<file path="config.mk">
export PLATFORM = sky130hd
export DESIGN_NAME = tl_ram_responder_flat
export DESIGN_NICKNAME = d
export VERILOG_FILES = /design/src/rtl/tl_pkg.sv /design/src/rtl/tl_ram_responder_if.sv /design/src/rtl/tl_d_resp_queue.sv /design/src/rtl/tl_ram_responder.sv /design/src/flat_wrapper.sv
export SDC_FILE = /design/constraint.sdc
export NUM_CORES = 2
export LEC_CHECK = 0
export ABC_CLOCK_PERIOD_IN_PS = 6470
export CAP_MARGIN = 20
export CORE_MARGIN = 2
export CORE_UTILIZATION = 45
export CTS_BUF_LIST = sky130_fd_sc_hd__clkbuf_16
export CTS_CLUSTER_DIAMETER = 40
export DETAILED_ROUTE_END_ITERATION = 7
export SKIP_LAST_GASP = 1
export SYNTH_ARGS = -nofsm -noshare
export SYNTH_HDL_FRONTEND = slang
export SYNTH_HIERARCHICAL = 1
export SYNTH_SLANG_ARGS = --single-unit
</file>
<file path="constraint.sdc">
create_clock -name clock -period 6.47 [get_ports clock]
set_input_delay 0.647 -clock clock [delete_from_list [all_inputs] [get_ports clock]]
set_output_delay 0.647 -clock clock [all_outputs]
set_load 0.005 [all_outputs]
</file>
<file path="src/rtl/tl_pkg.sv">
// ---------------------------------------------------------------------------
// tl_pkg -- shared TileLink-UL definitions for the RAM responder.
//   * A-channel and D-channel opcode constants
//   * d_resp_t: one complete D-channel response beat
//   * align_mask / lane_mask: address decode helpers
// ---------------------------------------------------------------------------
package tl_pkg;

  // A-channel opcodes
  localparam logic [2:0] A_PUT_FULL    = 3'd0;
  localparam logic [2:0] A_PUT_PARTIAL = 3'd1;
  localparam logic [2:0] A_ARITHMETIC  = 3'd2;
  localparam logic [2:0] A_LOGICAL     = 3'd3;
  localparam logic [2:0] A_GET         = 3'd4;
  localparam logic [2:0] A_INTENT      = 3'd5;

  // D-channel opcodes
  localparam logic [2:0] D_ACCESS_ACK      = 3'd0;
  localparam logic [2:0] D_ACCESS_ACK_DATA = 3'd1;
  localparam logic [2:0] D_HINT_ACK        = 3'd2;

  typedef struct packed {
    logic [2:0]   opcode;
    logic [1:0]   param;
    logic [3:0]   size;
    logic [4:0]   source;
    logic         denied;
    logic [127:0] data;
    logic         corrupt;
  } d_resp_t;

  // Low address bits that must be zero for a 2^size access. Only meaningful
  // for size <= 4; larger sizes are rejected separately.
  function automatic logic [3:0] align_mask(input logic [3:0] size);
    align_mask = 4'((5'd1 << size) - 5'd1);
  endfunction

  // Byte lanes covered by a 2^size access starting at lane 'offset'.
  function automatic logic [15:0] lane_mask(input logic [3:0] size,
                                            input logic [3:0] offset);
    int lo;
    int n;
    lane_mask = '0;
    lo = int'(offset);
    n  = 1 << size;
    for (int b = 0; b < 16; b++) begin
      lane_mask[b] = (b >= lo) && (b < lo + n);
    end
  endfunction

endpackage

</file>
<file path="src/rtl/tl_ram_responder_if.sv">
// ---------------------------------------------------------------------------
// tl_ram_responder_if -- TileLink-UL A and D channel bundle.
//   A channel (master -> slave): valid, opcode, param, size, source, address,
//                                data, corrupt; ready flows back.
//   D channel (slave -> master): valid, opcode, param, size, source, denied,
//                                data, corrupt; ready flows back.
//   modport master: the requesting agent.
//   modport slave : the responding agent (tl_ram_responder).
// ---------------------------------------------------------------------------
interface tl_ram_responder_if;

  logic         io_a_valid;
  logic         io_a_ready;
  logic [2:0]   io_a_bits_opcode;
  logic [2:0]   io_a_bits_param;
  logic [3:0]   io_a_bits_size;
  logic [4:0]   io_a_bits_source;
  logic [31:0]  io_a_bits_address;
  logic [127:0] io_a_bits_data;
  logic         io_a_bits_corrupt;

  logic         io_d_valid;
  logic         io_d_ready;
  logic [2:0]   io_d_bits_opcode;
  logic [1:0]   io_d_bits_param;
  logic [3:0]   io_d_bits_size;
  logic [4:0]   io_d_bits_source;
  logic         io_d_bits_denied;
  logic [127:0] io_d_bits_data;
  logic         io_d_bits_corrupt;

  modport master (
    output io_a_valid, io_a_bits_opcode, io_a_bits_param, io_a_bits_size,
           io_a_bits_source, io_a_bits_address, io_a_bits_data,
           io_a_bits_corrupt, io_d_ready,
    input  io_a_ready, io_d_valid, io_d_bits_opcode, io_d_bits_param,
           io_d_bits_size, io_d_bits_source, io_d_bits_denied,
           io_d_bits_data, io_d_bits_corrupt
  );

  modport slave (
    input  io_a_valid, io_a_bits_opcode, io_a_bits_param, io_a_bits_size,
           io_a_bits_source, io_a_bits_address, io_a_bits_data,
           io_a_bits_corrupt, io_d_ready,
    output io_a_ready, io_d_valid, io_d_bits_opcode, io_d_bits_param,
           io_d_bits_size, io_d_bits_source, io_d_bits_denied,
           io_d_bits_data, io_d_bits_corrupt
  );

endinterface

</file>
<file path="src/rtl/tl_d_resp_queue.sv">
// ---------------------------------------------------------------------------
// tl_d_resp_queue -- 2-entry FIFO of D-channel responses.
//   clock, reset             : clock, synchronous active-high reset
//   enq_valid_i/enq_ready_o  : enqueue handshake, enq_data_i payload
//   deq_valid_o/deq_ready_i  : dequeue handshake, deq_data_o = head entry
// One-bit read/write pointers wrap modulo 2; full_q disambiguates the
// pointers-equal case. enq_ready_o depends only on state.
// ---------------------------------------------------------------------------
module tl_d_resp_queue
  import tl_pkg::*;
(
  input  logic    clock,
  input  logic    reset,
  input  logic    enq_valid_i,
  output logic    enq_ready_o,
  input  d_resp_t enq_data_i,
  output logic    deq_valid_o,
  input  logic    deq_ready_i,
  output d_resp_t deq_data_o
);

  d_resp_t slot_q [2];
  logic    wr_ptr_q, wr_ptr_d;
  logic    rd_ptr_q, rd_ptr_d;
  logic    full_q, full_d;
  logic    empty, enq, deq;

  assign empty       = (wr_ptr_q == rd_ptr_q) && !full_q;
  assign enq_ready_o = !full_q;
  assign deq_valid_o = !empty;
  assign enq         = enq_valid_i && !full_q;
  assign deq         = deq_ready_i && !empty;
  assign deq_data_o  = slot_q[rd_ptr_q];

  always_comb begin
    wr_ptr_d = wr_ptr_q;
    rd_ptr_d = rd_ptr_q;
    full_d   = full_q;
    if (enq) wr_ptr_d = !wr_ptr_q;
    if (deq) rd_ptr_d = !rd_ptr_q;
    // Enqueue and dequeue together leave the occupancy unchanged.
    if (enq && !deq)      full_d = (wr_ptr_d == rd_ptr_q);
    else if (deq && !enq) full_d = 1'b0;
  end

  always_ff @(posedge clock) begin
    if (reset) begin
      wr_ptr_q <= 1'b0;
      rd_ptr_q <= 1'b0;
      full_q   <= 1'b0;
    end else begin
      wr_ptr_q <= wr_ptr_d;
      rd_ptr_q <= rd_ptr_d;
      full_q   <= full_d;
    end
  end

  // NOTE: payload slots are deliberately not reset; the pointers and full
  // flag alone decide whether a slot holds a live response.
  always_ff @(posedge clock) begin
    if (enq) slot_q[wr_ptr_q] <= enq_data_i;
  end

endmodule

</file>
<file path="src/rtl/tl_ram_responder.sv">
// ---------------------------------------------------------------------------
// tl_ram_responder -- TileLink-UL slave backed by a 16 x 128-bit RAM that
// occupies a 256-byte window at BASE_ADDR.
//   clock, reset : clock, synchronous active-high reset
//   tl (slave)   : A channel in, D channel out
// Pipeline: storage is read/written when an A beat is accepted and the
// response is captured into stage S1; S1 drains into a 2-entry response
// FIFO whose head drives the D channel. Up to three responses in flight.
// ---------------------------------------------------------------------------
module tl_ram_responder
  import tl_pkg::*;
#(
  parameter logic [31:0] BASE_ADDR = 32'h0001_0000,
  parameter int          ENTRIES   = 16
) (
  input logic               clock,
  input logic               reset,
  tl_ram_responder_if.slave tl
);

  logic [127:0] mem_q [ENTRIES];

  logic         a_ready, a_fire;
  logic         legal, wr_en;
  logic [3:0]   word_idx, lane_off;
  logic [15:0]  wr_mask;
  d_resp_t      resp;

  logic         s1_valid_q, s1_valid_d;
  d_resp_t      s1_resp_q, s1_resp_d;
  logic         s1_advance;

  logic         q_enq_ready, q_deq_valid;
  d_resp_t      head;

  logic         unused_a_param;
  assign unused_a_param = ^tl.io_a_bits_param;

  // -------------------------------------------------------------------------
  // A channel accept and decode
  // -------------------------------------------------------------------------
  // Ready depends only on pipeline state, never on io_d_ready.
  assign a_ready       = !s1_valid_q || q_enq_ready;
  assign tl.io_a_ready = a_ready;
  assign a_fire        = tl.io_a_valid && a_ready;

  assign word_idx = tl.io_a_bits_address[7:4];
  assign lane_off = tl.io_a_bits_address[3:0];
  assign wr_mask  = lane_mask(tl.io_a_bits_size, lane_off);

  assign legal = (tl.io_a_bits_address[31:8] == BASE_ADDR[31:8])
              && (tl.io_a_bits_size <= 4'd4)
              && ((lane_off & align_mask(tl.io_a_bits_size)) == 4'd0);

  // NOTE: every output of this block gets a default before the case so no
  // path leaves a value unassigned and no latch is inferred.
  always_comb begin
    resp        = '0;
    resp.size   = tl.io_a_bits_size;
    resp.source = tl.io_a_bits_source;
    wr_en       = 1'b0;
    case (tl.io_a_bits_opcode)
      A_GET: begin
        resp.opcode  = D_ACCESS_ACK_DATA;
        resp.denied  = !legal;
        resp.corrupt = !legal;
        resp.data    = legal ? mem_q[word_idx] : '0;
      end
      A_PUT_FULL, A_PUT_PARTIAL: begin
        resp.opcode = D_ACCESS_ACK;
        resp.denied = !legal;
        wr_en       = legal && !tl.io_a_bits_corrupt;
      end
      A_ARITHMETIC, A_LOGICAL: begin
        resp.opcode  = D_ACCESS_ACK_DATA;
        resp.denied  = 1'b1;
        resp.corrupt = 1'b1;
      end
      A_INTENT: begin
        resp.opcode = D_HINT_ACK;
      end
      default: begin
        resp.opcode = D_ACCESS_ACK;
        resp.denied = 1'b1;
      end
    endcase
  end

  // -------------------------------------------------------------------------
  // Storage: cleared on reset so any read after reset returns zero.
  // -------------------------------------------------------------------------
  always_ff @(posedge clock) begin
    if (reset) begin
      for (int i = 0; i < ENTRIES; i++) mem_q[i] <= '0;
    end else if (a_fire && wr_en) begin
      for (int b = 0; b < 16; b++) begin
        if (wr_mask[b]) mem_q[word_idx][8*b +: 8] <= tl.io_a_bits_data[8*b +: 8];
      end
    end
  end

  // -------------------------------------------------------------------------
  // Stage S1
  // -------------------------------------------------------------------------
  assign s1_advance = s1_valid_q && q_enq_ready;

  always_comb begin
    s1_valid_d = s1_valid_q && !s1_advance;
    s1_resp_d  = s1_resp_q;
    if (a_fire) begin
      s1_valid_d = 1'b1;
      s1_resp_d  = resp;
    end
  end

  // NOTE: state registers use non-blocking assignments so every flop samples
  // the pre-edge value of its neighbours regardless of block ordering.
  always_ff @(posedge clock) begin
    if (reset) s1_valid_q <= 1'b0;
    else       s1_valid_q <= s1_valid_d;
    s1_resp_q <= s1_resp_d;
  end

  // -------------------------------------------------------------------------
  // Response FIFO and D channel
  // -------------------------------------------------------------------------
  tl_d_resp_queue u_resp_queue (
    .clock       (clock),
    .reset       (reset),
    .enq_valid_i (s1_valid_q),
    .enq_ready_o (q_enq_ready),
    .enq_data_i  (s1_resp_q),
    .deq_valid_o (q_deq_valid),
    .deq_ready_i (tl.io_d_ready),
    .deq_data_o  (head)
  );

  assign tl.io_d_valid        = q_deq_valid;
  assign tl.io_d_bits_opcode  = head.opcode;
  assign tl.io_d_bits_param   = 2'd0;
  assign tl.io_d_bits_size    = head.size;
  assign tl.io_d_bits_source  = head.source;
  assign tl.io_d_bits_denied  = head.denied;
  assign tl.io_d_bits_data    = head.data;
  assign tl.io_d_bits_corrupt = head.corrupt;

endmodule
</file>
<file path="src/flat_wrapper.sv">
// flat-port wrapper written by rule: the top's interface ports become plain ports
module tl_ram_responder_flat import tl_pkg::*;
#(
  parameter logic [31:0] BASE_ADDR = 32'h0001_0000,
  parameter int          ENTRIES   = 16
)
  (clock, reset, tl_io_a_valid, tl_io_a_bits_opcode, tl_io_a_bits_param, tl_io_a_bits_size, tl_io_a_bits_source, tl_io_a_bits_address, tl_io_a_bits_data, tl_io_a_bits_corrupt, tl_io_d_ready, tl_io_a_ready, tl_io_d_valid, tl_io_d_bits_opcode, tl_io_d_bits_param, tl_io_d_bits_size, tl_io_d_bits_source, tl_io_d_bits_denied, tl_io_d_bits_data, tl_io_d_bits_corrupt);
  tl_ram_responder_if tl_i ();
  input logic clock;
  input logic reset;
  input wire logic [$bits(tl_i.io_a_valid)-1:0] tl_io_a_valid;
  input wire logic [$bits(tl_i.io_a_bits_opcode)-1:0] tl_io_a_bits_opcode;
  input wire logic [$bits(tl_i.io_a_bits_param)-1:0] tl_io_a_bits_param;
  input wire logic [$bits(tl_i.io_a_bits_size)-1:0] tl_io_a_bits_size;
  input wire logic [$bits(tl_i.io_a_bits_source)-1:0] tl_io_a_bits_source;
  input wire logic [$bits(tl_i.io_a_bits_address)-1:0] tl_io_a_bits_address;
  input wire logic [$bits(tl_i.io_a_bits_data)-1:0] tl_io_a_bits_data;
  input wire logic [$bits(tl_i.io_a_bits_corrupt)-1:0] tl_io_a_bits_corrupt;
  input wire logic [$bits(tl_i.io_d_ready)-1:0] tl_io_d_ready;
  output wire logic [$bits(tl_i.io_a_ready)-1:0] tl_io_a_ready;
  output wire logic [$bits(tl_i.io_d_valid)-1:0] tl_io_d_valid;
  output wire logic [$bits(tl_i.io_d_bits_opcode)-1:0] tl_io_d_bits_opcode;
  output wire logic [$bits(tl_i.io_d_bits_param)-1:0] tl_io_d_bits_param;
  output wire logic [$bits(tl_i.io_d_bits_size)-1:0] tl_io_d_bits_size;
  output wire logic [$bits(tl_i.io_d_bits_source)-1:0] tl_io_d_bits_source;
  output wire logic [$bits(tl_i.io_d_bits_denied)-1:0] tl_io_d_bits_denied;
  output wire logic [$bits(tl_i.io_d_bits_data)-1:0] tl_io_d_bits_data;
  output wire logic [$bits(tl_i.io_d_bits_corrupt)-1:0] tl_io_d_bits_corrupt;
  assign tl_i.io_a_valid = tl_io_a_valid;
  assign tl_i.io_a_bits_opcode = tl_io_a_bits_opcode;
  assign tl_i.io_a_bits_param = tl_io_a_bits_param;
  assign tl_i.io_a_bits_size = tl_io_a_bits_size;
  assign tl_i.io_a_bits_source = tl_io_a_bits_source;
  assign tl_i.io_a_bits_address = tl_io_a_bits_address;
  assign tl_i.io_a_bits_data = tl_io_a_bits_data;
  assign tl_i.io_a_bits_corrupt = tl_io_a_bits_corrupt;
  assign tl_i.io_d_ready = tl_io_d_ready;
  assign tl_io_a_ready = tl_i.io_a_ready;
  assign tl_io_d_valid = tl_i.io_d_valid;
  assign tl_io_d_bits_opcode = tl_i.io_d_bits_opcode;
  assign tl_io_d_bits_param = tl_i.io_d_bits_param;
  assign tl_io_d_bits_size = tl_i.io_d_bits_size;
  assign tl_io_d_bits_source = tl_i.io_d_bits_source;
  assign tl_io_d_bits_denied = tl_i.io_d_bits_denied;
  assign tl_io_d_bits_data = tl_i.io_d_bits_data;
  assign tl_io_d_bits_corrupt = tl_i.io_d_bits_corrupt;
  tl_ram_responder #(.BASE_ADDR(BASE_ADDR), .ENTRIES(ENTRIES)) u_core (.clock(clock), .reset(reset), .tl(tl_i));
endmodule
</file>
* Word-level counts from Yosys, hierarchy flattened *
Memories as Yosys holds them, arrays and structs flattened. A register that Yosys moved wholly into a read port is not among the register bits.
Index checks and enable logic that the tools add are counted.

operators by class
  $add $sub $neg = 2
  mux-type cells = 81
  bitwise logic cells = 1
  shifts and indexed selects = 2
  reduce and logical (&&, ||, !) cells = 46
  equality and inequality tests = 8
  order comparisons = 32

operators by type and width
  kind                                                                              number
  5-bit by 32-bit < comparator with 1-bit output, first input constant              8
  4-bit by 32-bit < comparator with 1-bit output, first input constant              4
  128-bit two-way mux                                                               1
  128-bit OR reduction                                                              1
  1-bit two-way mux                                                                 75
  3-bit by 32-bit < comparator with 1-bit output, first input constant              2
  5-bit by 32-bit adder with 32-bit output                                          1
  1-bit by 32-bit < comparator with 1-bit output, first input constant              1
  2-bit by 32-bit < comparator with 1-bit output, first input constant              1
  1-bit by 4-bit << shifter with 32-bit output, first input constant                1
  4-bit >= comparator, first input constant                                         7
  1-bit logical AND                                                                 26
  24-bit by 9-bit equality test with 1-bit output, second input constant            1
  3-bit by 4-bit >= comparator with 1-bit output, first input constant              4
  16-bit two-way mux                                                                1
  1-bit logical NOT                                                                 10
  1-bit by 4-bit >= comparator with 1-bit output, first input constant              2
  2-bit by 4-bit >= comparator with 1-bit output, first input constant              2
  3-bit by 2-bit equality test with 1-bit output, second input constant             2
  3-bit equality test, second input constant                                        2
  3-bit OR reduction                                                                2
  4-bit AND                                                                         1
  4-bit by 3-bit less-or-equal comparator with 1-bit output, second input constant  1
  4-bit logical NOT                                                                 1
  12 further kinds                                                                  15

storage, ports and cells
  register bits after elaboration = 18
  memories = 2
  memory bits (writable) = 2332
  logic and storage cells = 183
  input bits = 180

memory list
  memory                      words  width  rd ports  clocked after Yosys merged registers in  wr ports  RTL line                source
  u_core.mem_q                16     128    1         1                                        16        tl_ram_responder.sv:21  logic [127:0] mem_q [ENTRIES];
  u_core.u_resp_queue.slot_q  2      142    1         1                                        1         tl_d_resp_queue.sv:22   d_resp_t slot_q [2];

* Depth between registers and ports, before layout *
  depth in word-level cells = 13
  gate-level depth with buffers = 14

* By module *
Netlist, hierarchy kept.

by module, submodules not included
  module            cells an instance  times used  area an instance (um2)
  tl_ram_responder  7166               1           102214.3
  tl_d_resp_queue   471                1           10844.2

* Worst setup path before layout *
OpenSTA, ideal clock, no wires.

  path type = reg2reg
  from = register u_core.s1_valid_q
  to = memory u_core/u_resp_queue/slot_q[0][0] (netlist name) (enable)
  buffers on the path = 0
  period minus slack after synthesis = 4.420 ns
  path slack = 2.050 ns
  library setup time = 0.522 ns
  stages on the path, launching flop included = 3
  arrival = 3.899 ns
  cell sequence = dfxtp_1 -> nor2b_1 -> ha_1

between the ends
  word-level cells in the longest chain between the ends = 3

RTL lines
  element                                  RTL line                 source
  start, declared                          tl_ram_responder.sv:29   logic s1_valid_q, s1_valid_d;
  start signal, assigned                   tl_ram_responder.sv:120  else s1_valid_q <= s1_valid_d;
  1-bit logical AND                        tl_d_resp_queue.sv:31    assign enq = enq_valid_i && !full_q;
  1-bit two-way mux                        tl_d_resp_queue.sv:61    if (enq) slot_q[wr_ptr_q] <= enq_data_i;
  1-bit two-way mux (not written as such)  tl_d_resp_queue.sv:61
  end, declared                            tl_d_resp_queue.sv:22

No other way between the ends.

==> run metrics <==
FF-to-FF End u_core/mem_q[11][125]; CTS Buf Count approximately 400; Starting Density 45.3%; Layout Utilization between 50% and 60%; Sw Ratio 22.7%; die area between 0.2 and 0.3 mm²; height of the die about 500 µm; hold depth 1; Post-DP HPWL ~210 mm; Initial DRT Pass Iterations 6; nets a little over 8k; Pleak 42.8 nW; Max-Cap Viols 0; vias in the first global route 72.0k; Clock Root Buffer clkbuf_16; kind of end point of the critical path register; Internal 33.3 mW; r2r worst-path depth 7; Clock power frac between 50% and 60%; Remaining DRCs 0; RR Startpoint u_core/u_resp_queue/full_q; row count between 150 and 200; first-pass GRT wire length approximately 500 mm; worst path arrival time approximately 5.5 ns; worst-margin pin slew approximately 1.3 ns; flop-to-flop setup slack 1.66 ns; global route overflow 0; setup total negative slack 0 ns; Comb pwr share around 6.6%; initial drt markers between 9k and 10k; clock sinks approximately 2.5k; Crit path required time between 7 and 8 ns; Via-to-Cell Ratio 6.35; hold buffers post-CTS 0; RSZ-0062 raised after global routing false; status complete, no violations; Post-Route Skew around 0.060 ns; syn avg cell area around 15 µm²; grt met1 use roughly 35%; initial antenna violation count 27; I/O pin count 326; fillcell total around 20k; cells after synthesis approximately 7.6k; Routed WL per cell 28.9 µm; sequential power share between 40% and 50%; vias around 73k; GR Layer Usage met3 between 4 and 5%; area grow syn2layout 19.0%; area of the core 0.249 mm²; largest net degree at the start of global routing 238; Post-Layout Cell Count 11.6k; Startpoint Class input pin; period utilization 74.6%; Psw slightly below 10 mW; post-CTS repair timing setup buffer count 0; placer congestion estimate 0.843; Max FO, Critical Path 16; Clock Latency Late Sink approximately 1 ns; Critical Path Source tl_io_a_bits_size[0]; setup ws final approximately 1.6 ns; PwrDens roughly 320 mW/mm²; final wirelength between 300 and 400 mm; remaining antenna violation count 0; max_slew headroom between 10 and 15%; CTS Buffer Depth 4; Hold/Removal Path Class in2reg; Clock transition at path regs 0.05 ns; GR peak layer met2; most common cell after layout, fill and taps aside edfxtp_1; Multi-input gate area approximately 0.035 mm²; pre-CTS setup slack slightly above 0.8 ns; Overall Global Routing Usage 25.7%; peak supply drop 241 µV; Die X between 500 and 600 µm; Final Max Tran Viols 0; post-route minimum period a little under 5 ns; flip-flop and latch area around 0.074 mm²; critical path class in2reg; layout cells sized above 1 23.5%; CTS resizes 0; Port Buf Inserts 320; most frequent cells in the layout edfxtp_1, nor4_1, nor2_1; final setup vio count 0; Final Hold Fails 0; H-tree depth 5; Yosys warning total 6; CTS tree done; Mapped Area approximately 0.11 mm²; Tot Pwr 43.1 mW; fmax slightly above 0.2 GHz; placed insts 10.8k; capture point of the critical path u_core/mem_q[11][125]; met2 Usage GRT 40.4%
==> final cells by class <==
cell class / instances / share of cell area (%)
Clock inverter: 326 / 2.67
Inverter: 14 / 0.0447
Clock buffer: 411 / 7.65
Sequential cell: 2478 / 55.3
Antenna cell: 11 / 0.0205
Timing Repair Buffer: 726 / 4.98
Tap cell: 3330 / 3.10
Multi-Input combinational cell: 4255 / 26.2
==> through the flow <==
stage | hold slack, ns | cell area (µm²)
floorplan | 0.421 | 113000
global placement | 0.422 | 120000
detailed placement | 0.430 | 120000
CTS | 0.203 | 134000
global route | 0.243 | 134000
finish | 0.269 | 134000
==> worst min path at each step <==
stage,from,to
floorplan,u_core/s1_resp_q[0],u_core/u_resp_queue/slot_q[0][0]
global placement,u_core/s1_resp_q[138],u_core/u_resp_queue/slot_q[0][138]
detailed placement,u_core/s1_resp_q[112],u_core/u_resp_queue/slot_q[1][112]
CTS,tl_io_a_bits_source[0],u_core/s1_resp_q[130]
global route,tl_io_a_bits_source[2],u_core/s1_resp_q[132]
finish,tl_io_a_bits_source[0],u_core/s1_resp_q[130]
==> flip-flops by register name, indices dropped and copies added, names as in the netlist, named ones only <==
name / count
u_core/mem_q: 2048
u_core/u_resp_queue/slot_q: 284
u_core/s1_resp_q: 141
u_core/s1_valid_q: 1
u_core/u_resp_queue/full_q: 1
u_core/u_resp_queue/rd_ptr_q: 1
u_core/u_resp_queue/wr_ptr_q: 1
==> power groups by stage <==
stage | combinational, mW | clock (mW) | sequential, mW
after global placement | 2.82 | 0 | 18.6
after global routing | 2.99 | 22.9 | 18.4
final | 2.86 | 21.9 | 18.3
after floorplan | 1.64 | 0 | 18.6
after CTS | 2.86 | 22.2 | 18.3
after detailed placement | 2.85 | 0 | 18.6
==> worst max-delay path, cell delays in order <==
cell and delay [ns]:
clkdlybuf4s50_1 0.55, nor4_1 0.43, ha_1 0.29, inv_1 0.07, fa_1 0.46, nand2b_1 0.23
a21o_1 0.24, a221oi_1 0.61, nand2_1 0.68, o21ai_0 1.01, buf_4 0.28
==> layer usage <==
metal,wire [µm],up-vias
li1,-,31300
met4,13000,14
met2,160000,3971
met3,30800,584
met1,130000,37500
met5,92,-
(Power assumes the default switching activity.)
